<file path="src/rtl/pipe_pkg.sv">
// Shared definitions for the elastic pipeline stage and its protocol checker.
package pipe_pkg;

  // The encoding doubles as the occupancy count: EMPTY=0, ONE=1, TWO=2.
  typedef enum logic [1:0] {
    ST_EMPTY = 2'b00,
    ST_ONE   = 2'b01,
    ST_TWO   = 2'b10
  } state_e;

  localparam int OCC_W = 2;

  // Entries held for a given state; the unencoded value reports zero.
  function automatic logic [OCC_W-1:0] state_occ(input logic [1:0] s);
    logic [OCC_W-1:0] occ;
    occ = '0;
    case (s)
      ST_ONE:  occ = 2'd1;
      ST_TWO:  occ = 2'd2;
      default: occ = 2'd0;
    endcase
    return occ;
  endfunction

  function automatic logic state_legal(input logic [1:0] s);
    return (s == ST_EMPTY) || (s == ST_ONE) || (s == ST_TWO);
  endfunction

endpackage

</file>
<file path="src/rtl/pipe_stage_buf_pipe_proto_chk.sv">
// Sticky protocol/state error detector for pipe_stage_buf.
// Watches the upstream handshake for withdrawn or altered offers and the
// stage state register for illegal values.
module pipe_proto_chk
  import pipe_pkg::*;
#(
  parameter int WIDTH = 64,
  parameter bit SKID  = 1'b1
) (
  input  logic             clk,
  input  logic             rst,
  input  logic             in_valid,
  input  logic             in_ready,
  input  logic [WIDTH-1:0] in_data,
  input  logic             flush,
  input  logic [1:0]       state,
  output logic             err
);

  logic             prev_valid_q, prev_valid_d;
  logic             prev_ready_q, prev_ready_d;
  logic             prev_flush_q, prev_flush_d;
  logic [WIDTH-1:0] prev_data_q,  prev_data_d;
  logic             err_q,        err_d;

  logic stall_prev;
  logic withdrawn;
  logic altered;
  logic bad_state;
  logic skid_viol;

  // Compare this cycle's offer against the stalled offer of the last cycle.
  always_comb begin
    prev_valid_d = in_valid;
    prev_ready_d = in_ready;
    prev_flush_d = flush;
    prev_data_d  = in_data;

    // A flushed stall releases the upstream from holding its offer.
    stall_prev = prev_valid_q & ~prev_ready_q & ~prev_flush_q;
    withdrawn  = stall_prev & ~in_valid;
    // A still-asserted offer must keep its payload stable until accepted.
    altered    = stall_prev & in_valid & (in_data != prev_data_q);
    bad_state  = ~state_legal(state);
    skid_viol  = ~SKID & (state == ST_TWO);

    err_d = err_q | withdrawn | altered | bad_state | skid_viol;
  end

  // Previous-cycle handshake capture and sticky error flag.
  always_ff @(posedge clk or negedge rst) begin
    if (!rst) begin
      prev_valid_q <= 1'b0;
      prev_ready_q <= 1'b0;
      prev_flush_q <= 1'b0;
      prev_data_q  <= '0;
      err_q        <= 1'b0;
    end else begin
      prev_valid_q <= prev_valid_d;
      prev_ready_q <= prev_ready_d;
      prev_flush_q <= prev_flush_d;
      prev_data_q  <= prev_data_d;
      err_q        <= err_d;
    end
  end

  assign err = err_q;

endmodule

</file>
<file path="src/rtl/pipe_stage_buf.sv">
// Elastic valid/ready pipeline register with optional 2-entry skid buffer,
// synchronous flush with bubble injection and sticky error reporting.
module pipe_stage_buf
  import pipe_pkg::*;
#(
  parameter int               WIDTH      = 64,
  parameter bit               SKID       = 1'b1,
  parameter logic [WIDTH-1:0] BUBBLE_VAL = '0
) (
  input  logic             clk,
  input  logic             rst,
  input  logic             in_valid,
  output logic             in_ready,
  input  logic [WIDTH-1:0] in_data,
  output logic             out_valid,
  input  logic             out_ready,
  output logic [WIDTH-1:0] out_data,
  input  logic             flush,
  output logic [OCC_W-1:0] occupancy,
  output logic             err
);

  state_e           state_q,    state_d;
  logic [WIDTH-1:0] main_q,     main_d;
  logic [WIDTH-1:0] skid_q,     skid_d;
  logic             in_ready_q, in_ready_d;

  logic in_xfer;
  logic out_xfer;

  assign out_valid = (state_q != ST_EMPTY);
  assign out_data  = main_q;
  assign occupancy = state_occ(state_q);
  // Skid mode decouples in_ready from out_ready; otherwise it is a pass-through.
  assign in_ready  = SKID ? in_ready_q : (~out_valid | out_ready);

  assign in_xfer  = in_valid & in_ready;
  assign out_xfer = out_valid & out_ready;

  // Next-state and datapath: head in main, overflow in skid, FIFO order.
  always_comb begin
    state_d = state_q;
    main_d  = main_q;
    skid_d  = skid_q;

    if (flush) begin
      state_d = ST_EMPTY;
      main_d  = BUBBLE_VAL;
      skid_d  = BUBBLE_VAL;
    end else begin
      case (state_q)
        ST_EMPTY: begin
          if (in_xfer) begin
            state_d = ST_ONE;
            main_d  = in_data;
          end
        end
        ST_ONE: begin
          case ({in_xfer, out_xfer})
            2'b10: begin
              state_d = ST_TWO;
              skid_d  = in_data;
            end
            2'b01: begin
              state_d = ST_EMPTY;
              main_d  = BUBBLE_VAL;
            end
            2'b11: main_d = in_data;
            default: ;
          endcase
        end
        ST_TWO: begin
          if (out_xfer) begin
            state_d = ST_ONE;
            main_d  = skid_q;
            skid_d  = BUBBLE_VAL;
          end
        end
        default: begin
          state_d = ST_EMPTY;
          main_d  = BUBBLE_VAL;
          skid_d  = BUBBLE_VAL;
        end
      endcase
    end

    in_ready_d = (state_d != ST_TWO);
  end

  // State, payload registers and registered upstream ready.
  always_ff @(posedge clk or negedge rst) begin
    if (!rst) begin
      state_q    <= ST_EMPTY;
      main_q     <= BUBBLE_VAL;
      skid_q     <= BUBBLE_VAL;
      in_ready_q <= 1'b1;
    end else begin
      state_q    <= state_d;
      main_q     <= main_d;
      skid_q     <= skid_d;
      in_ready_q <= in_ready_d;
    end
  end

  pipe_proto_chk #(
    .WIDTH (WIDTH),
    .SKID  (SKID)
  ) u_chk (
    .clk      (clk),
    .rst      (rst),
    .in_valid (in_valid),
    .in_ready (in_ready),
    .in_data  (in_data),
    .flush    (flush),
    .state    (state_q),
    .err      (err)
  );

endmodule

</file>
<file path="config.mk">
export PLATFORM = sky130hd
export DESIGN_NAME = pipe_stage_buf
export DESIGN_NICKNAME = d
export VERILOG_FILES = /design/src/rtl/pipe_pkg.sv /design/src/rtl/pipe_stage_buf_pipe_proto_chk.sv /design/src/rtl/pipe_stage_buf.sv
export SDC_FILE = /design/constraint.sdc
export NUM_CORES = 1
export LEC_CHECK = 0
export BUFFER_PORTS_ARGS = -buffer_cell sky130_fd_sc_hd__buf_4
export CORE_ASPECT_RATIO = 1.75
export CORE_MARGIN = 2
export CORE_UTILIZATION = 51
export CTS_BUF_LIST = sky130_fd_sc_hd__clkbuf_4
export DETAILED_ROUTE_END_ITERATION = 6
export GPL_TIMING_DRIVEN = 1
export PLACE_DENSITY = 0.74
export SYNTH_ARGS = -nofsm -noshare
export SYNTH_HDL_FRONTEND = slang
export SYNTH_SLANG_ARGS = --single-unit
</file>
<file path="constraint.sdc">
create_clock -name clk -period 2.4 [get_ports clk]
set_clock_uncertainty 0.1 [all_clocks]
set_input_delay 0 -clock clk [delete_from_list [all_inputs] [get_ports clk]]
set_output_delay 0 -clock clk [all_outputs]
set_load 0.01 [all_outputs]
</file>
==> impl_metrics.yaml <==
run_status:
  status: "finished, final reports clean"
final_layout:
  final_area_sq_um: 10500
  drive_gt1_share_pct: 21.6
  mostFrequentLayoutCell: "dfrtp_1"
  fillers: 1085
  layout_common_cells: "dfrtp_1, buf_4, dlygate4sd3_1, nand2_1, a22oi_1"
  syn2layout_area_growth_pct: 33.6
  fin_nets: 961
synthesis:
  yosys.area.top_type: "dfrtp_1"
  ys_ff_latch: 199
  ys_types: 42
  synth_fa_ha_area_share_pct: 0
  ys.flop_type: "dfrtp_1"
  syn-instance-count: 646
  synth_compound_area_share_pct: 18.8
  synth_seq_area_share_pct: 63.4
  synthMuxAreaShare_pct: 0
  synth_area_sq_um: 7850
  synth-async-reset-ratio_pct: 100
  yosysWarnings: 0
  synth_xor_area_share_pct: 6.25
  yosysTopAreaCellShare_pct: 63.1
  synth_edf_count: 0
  synth_area_leaders: "dfrtp_1, a22oi_1, a22o_1"
  synth_top_family_by_area: "compound AO/OA/AOI/OAI gates"
  synth_simple_gate_area_share_pct: 7.54
  syn_area_per_cell_sq_um: 12.2
  syn-num-nets: 715
sta:
  rsz0062_at_grt: "false"
  worst_pin_slew_ps: 719
  setup_viol: 0
  finalSetupTns_ps: 0
  fmax_mhz: 470
  hold_viol_final: 0
  period_share_pct: 88.7
  post-route-min-period_ps: 2130
  slew_viol_final: 0
  relSlewSlack_pct: 52.1
clocking:
  clk_pin_slew_ps: 140
  clock-sinks: 199
  clk_path_buf_depth: 2
  cts_root_buf: "clkbuf_4"
  clk-insertion-delay-late_ps: 580
  cts_max_level: 4
  tritoncts: "yes"
  cts_inserted_buffers: 17
  cts_setup_buffers: 0
setup_path:
  required_ps: 2760
  reg2reg_depth: 6
  crit_path_end_kind: "flip-flop"
  crit_start: "state_q[0]"
  crit_arrival_ps: 2490
  r2r_end: "out_data[22]"
  crit_fanout: 19
  crit_type: "reg -> reg"
  critPathLaunchType: "flip-flop"
  r2r-start: "state_q[0]"
  crit_path_end: "out_data[22]"
  r2r_setup_slack_ps: 270
job:
  maxCapViolations: 0
power:
  p_leak_nw: 4.98
  total_power_mw: 6.63
  pwr_density_cell_nw_per_um2: 632
  peakVddDrop_mv: 0.383
worst_hold_path:
  hold_class: "in -> reg"
drt:
  drt-wirelength-per-cell_um: 20.0
  num_vias: 6280
  ant_nets: 0
  drt_iter0_markers: 436
  post-route-drc-count: 0
  wl_um: 21800
  first_pass_iters: 5
  routed_via_density: 5.76
placed_design:
  gp_congestion: 0.861
  io_buffers: 137
  dpl.hpwl_um: 14100
  placed_area_sq_um: 9050
global_route:
  grt_pass1_vias: 6327
  grt_first_pass_wirelength_um: 34500
  grt_use_total_pct: 27.1
  grt_overflow: 0
  grt_max_degree: 78
  antenna_found_initial: 1
die:
  fp-row-count: 60
  fp.dieW_um: 97.8
  pin_count: 138
  dieHeight_um: 168
  die-area_sq_um: 16400
  start_util_pct: 51.5
  core_area_sq_um: 15200
[through the flow]
| stage | worst slack, ps | std cells | hold WS, ps | util [%] |
|---|---|---|---|---|
| floorplan | 700 | 646 | -396 | - |
| global placement | 397 | 944 | -47.8 | 59.4 |
| global route | 198 | 1091 | 1.14 | 68.9 |
| finish | 270 | 1091 | 24.6 | 68.9 |
| CTS | 303 | 1085 | 1.10 | 68.5 |
| detailed placement | 324 | 944 | -39.7 | 59.4 |
[timing repair]
item | CTS | global route
hold buffers | 110 | 5
gates resized for setup | 0 | 0
hold endpoints to repair | 397 | 5
[routing by layer]
layer	track usage, %	routed length [um]	vias to the layer above
met1	34.6	8290	3144
met2	44.7	11400	278
met5	0	0	-
met4	14.0	1060	0
met3	4.32	1130	54
li1	-	-	2804
[cell type report]
class                      count  area (sq um)  area share (%)
antenna                        1          2.50          0.0238
clock buffer                  19           143            1.36
clock inverter                12           151            1.44
inverter                      11          41.3           0.393
multi-input combinational    392          2580            24.6
sequential                   199          4980            47.5
tap                          186           233            2.22
timing repair buffer         271          2370            22.5
[power by group]
group	internal, mW	leakage, nW	switching [mW]
Sequential	3.54	2.56	0.114
Clock	0.742	0.162	1.10
Combinational	0.531	2.26	0.602
Total	4.81	4.98	1.82
[registers in the layout, summed over array words and instances (netlist names)]
name / cells
u_chk.prev_flush_q: 1
u_chk.prev_valid_q: 1
u_chk.prev_data_q: 64
out_data: 64
skid_q: 64
u_chk.prev_ready_q: 1
in_ready: 1
state_q: 2
u_chk.err: 1
[kinds of logic (layout without fill, tap and decap cells)]
logic type                after synthesis  in the layout
DFF                                   199            199
other                                   0              1
buffers and inverters                  55            313
xor gates and xnor gates               56             56
AOI/OAI and AO/OA                     213            213
and+or+nand+nor                       123            123
[how the worst min path moves through the flow]
| stage | endpoint | slack (ps) | depth (start not counted) | start |
|---|---|---|---|---|
| floorplan | out_data[0] | -400 | 0 | rst |
| global placement | out_data[22] | -50 | 1 | rst |
| detailed placement | out_data[22] | -40 | 1 | rst |
| CTS | u_chk.prev_data_q[20] | 1 | 2 | in_data[20] |
| global route | u_chk.prev_data_q[41] | 1 | 2 | in_data[41] |
| finish | u_chk.prev_data_q[0] | 20 | 2 | in_data[0] |
[worst max-delay path: stages (launching register included)]
cell and delay (ps):
dfrtp_1 600, and2b_4 340, nand2b_1 120, a21oi_4 180
a211o_2 280, buf_4 300, o21ai_1 110
[Yosys cell counts, types with 2 or more instances]
library cell	number
dfrtp_1	198
nand2_1	66
a22oi_1	65
o21ai_1	60
a22o_1	51
xor2_1	36
buf_2	23
xnor2_1	20
a21oi_1	17
nor2_1	14
and3_1	13
inv_1	11
nor4_1	11
buf_6	10
clkbuf_1	10
nand4_1	7
o21ai_0	5
a31oi_1	2
nand3_1	2
o211ai_1	2
o22ai_1	2
(Power assumes the default switching activity.)
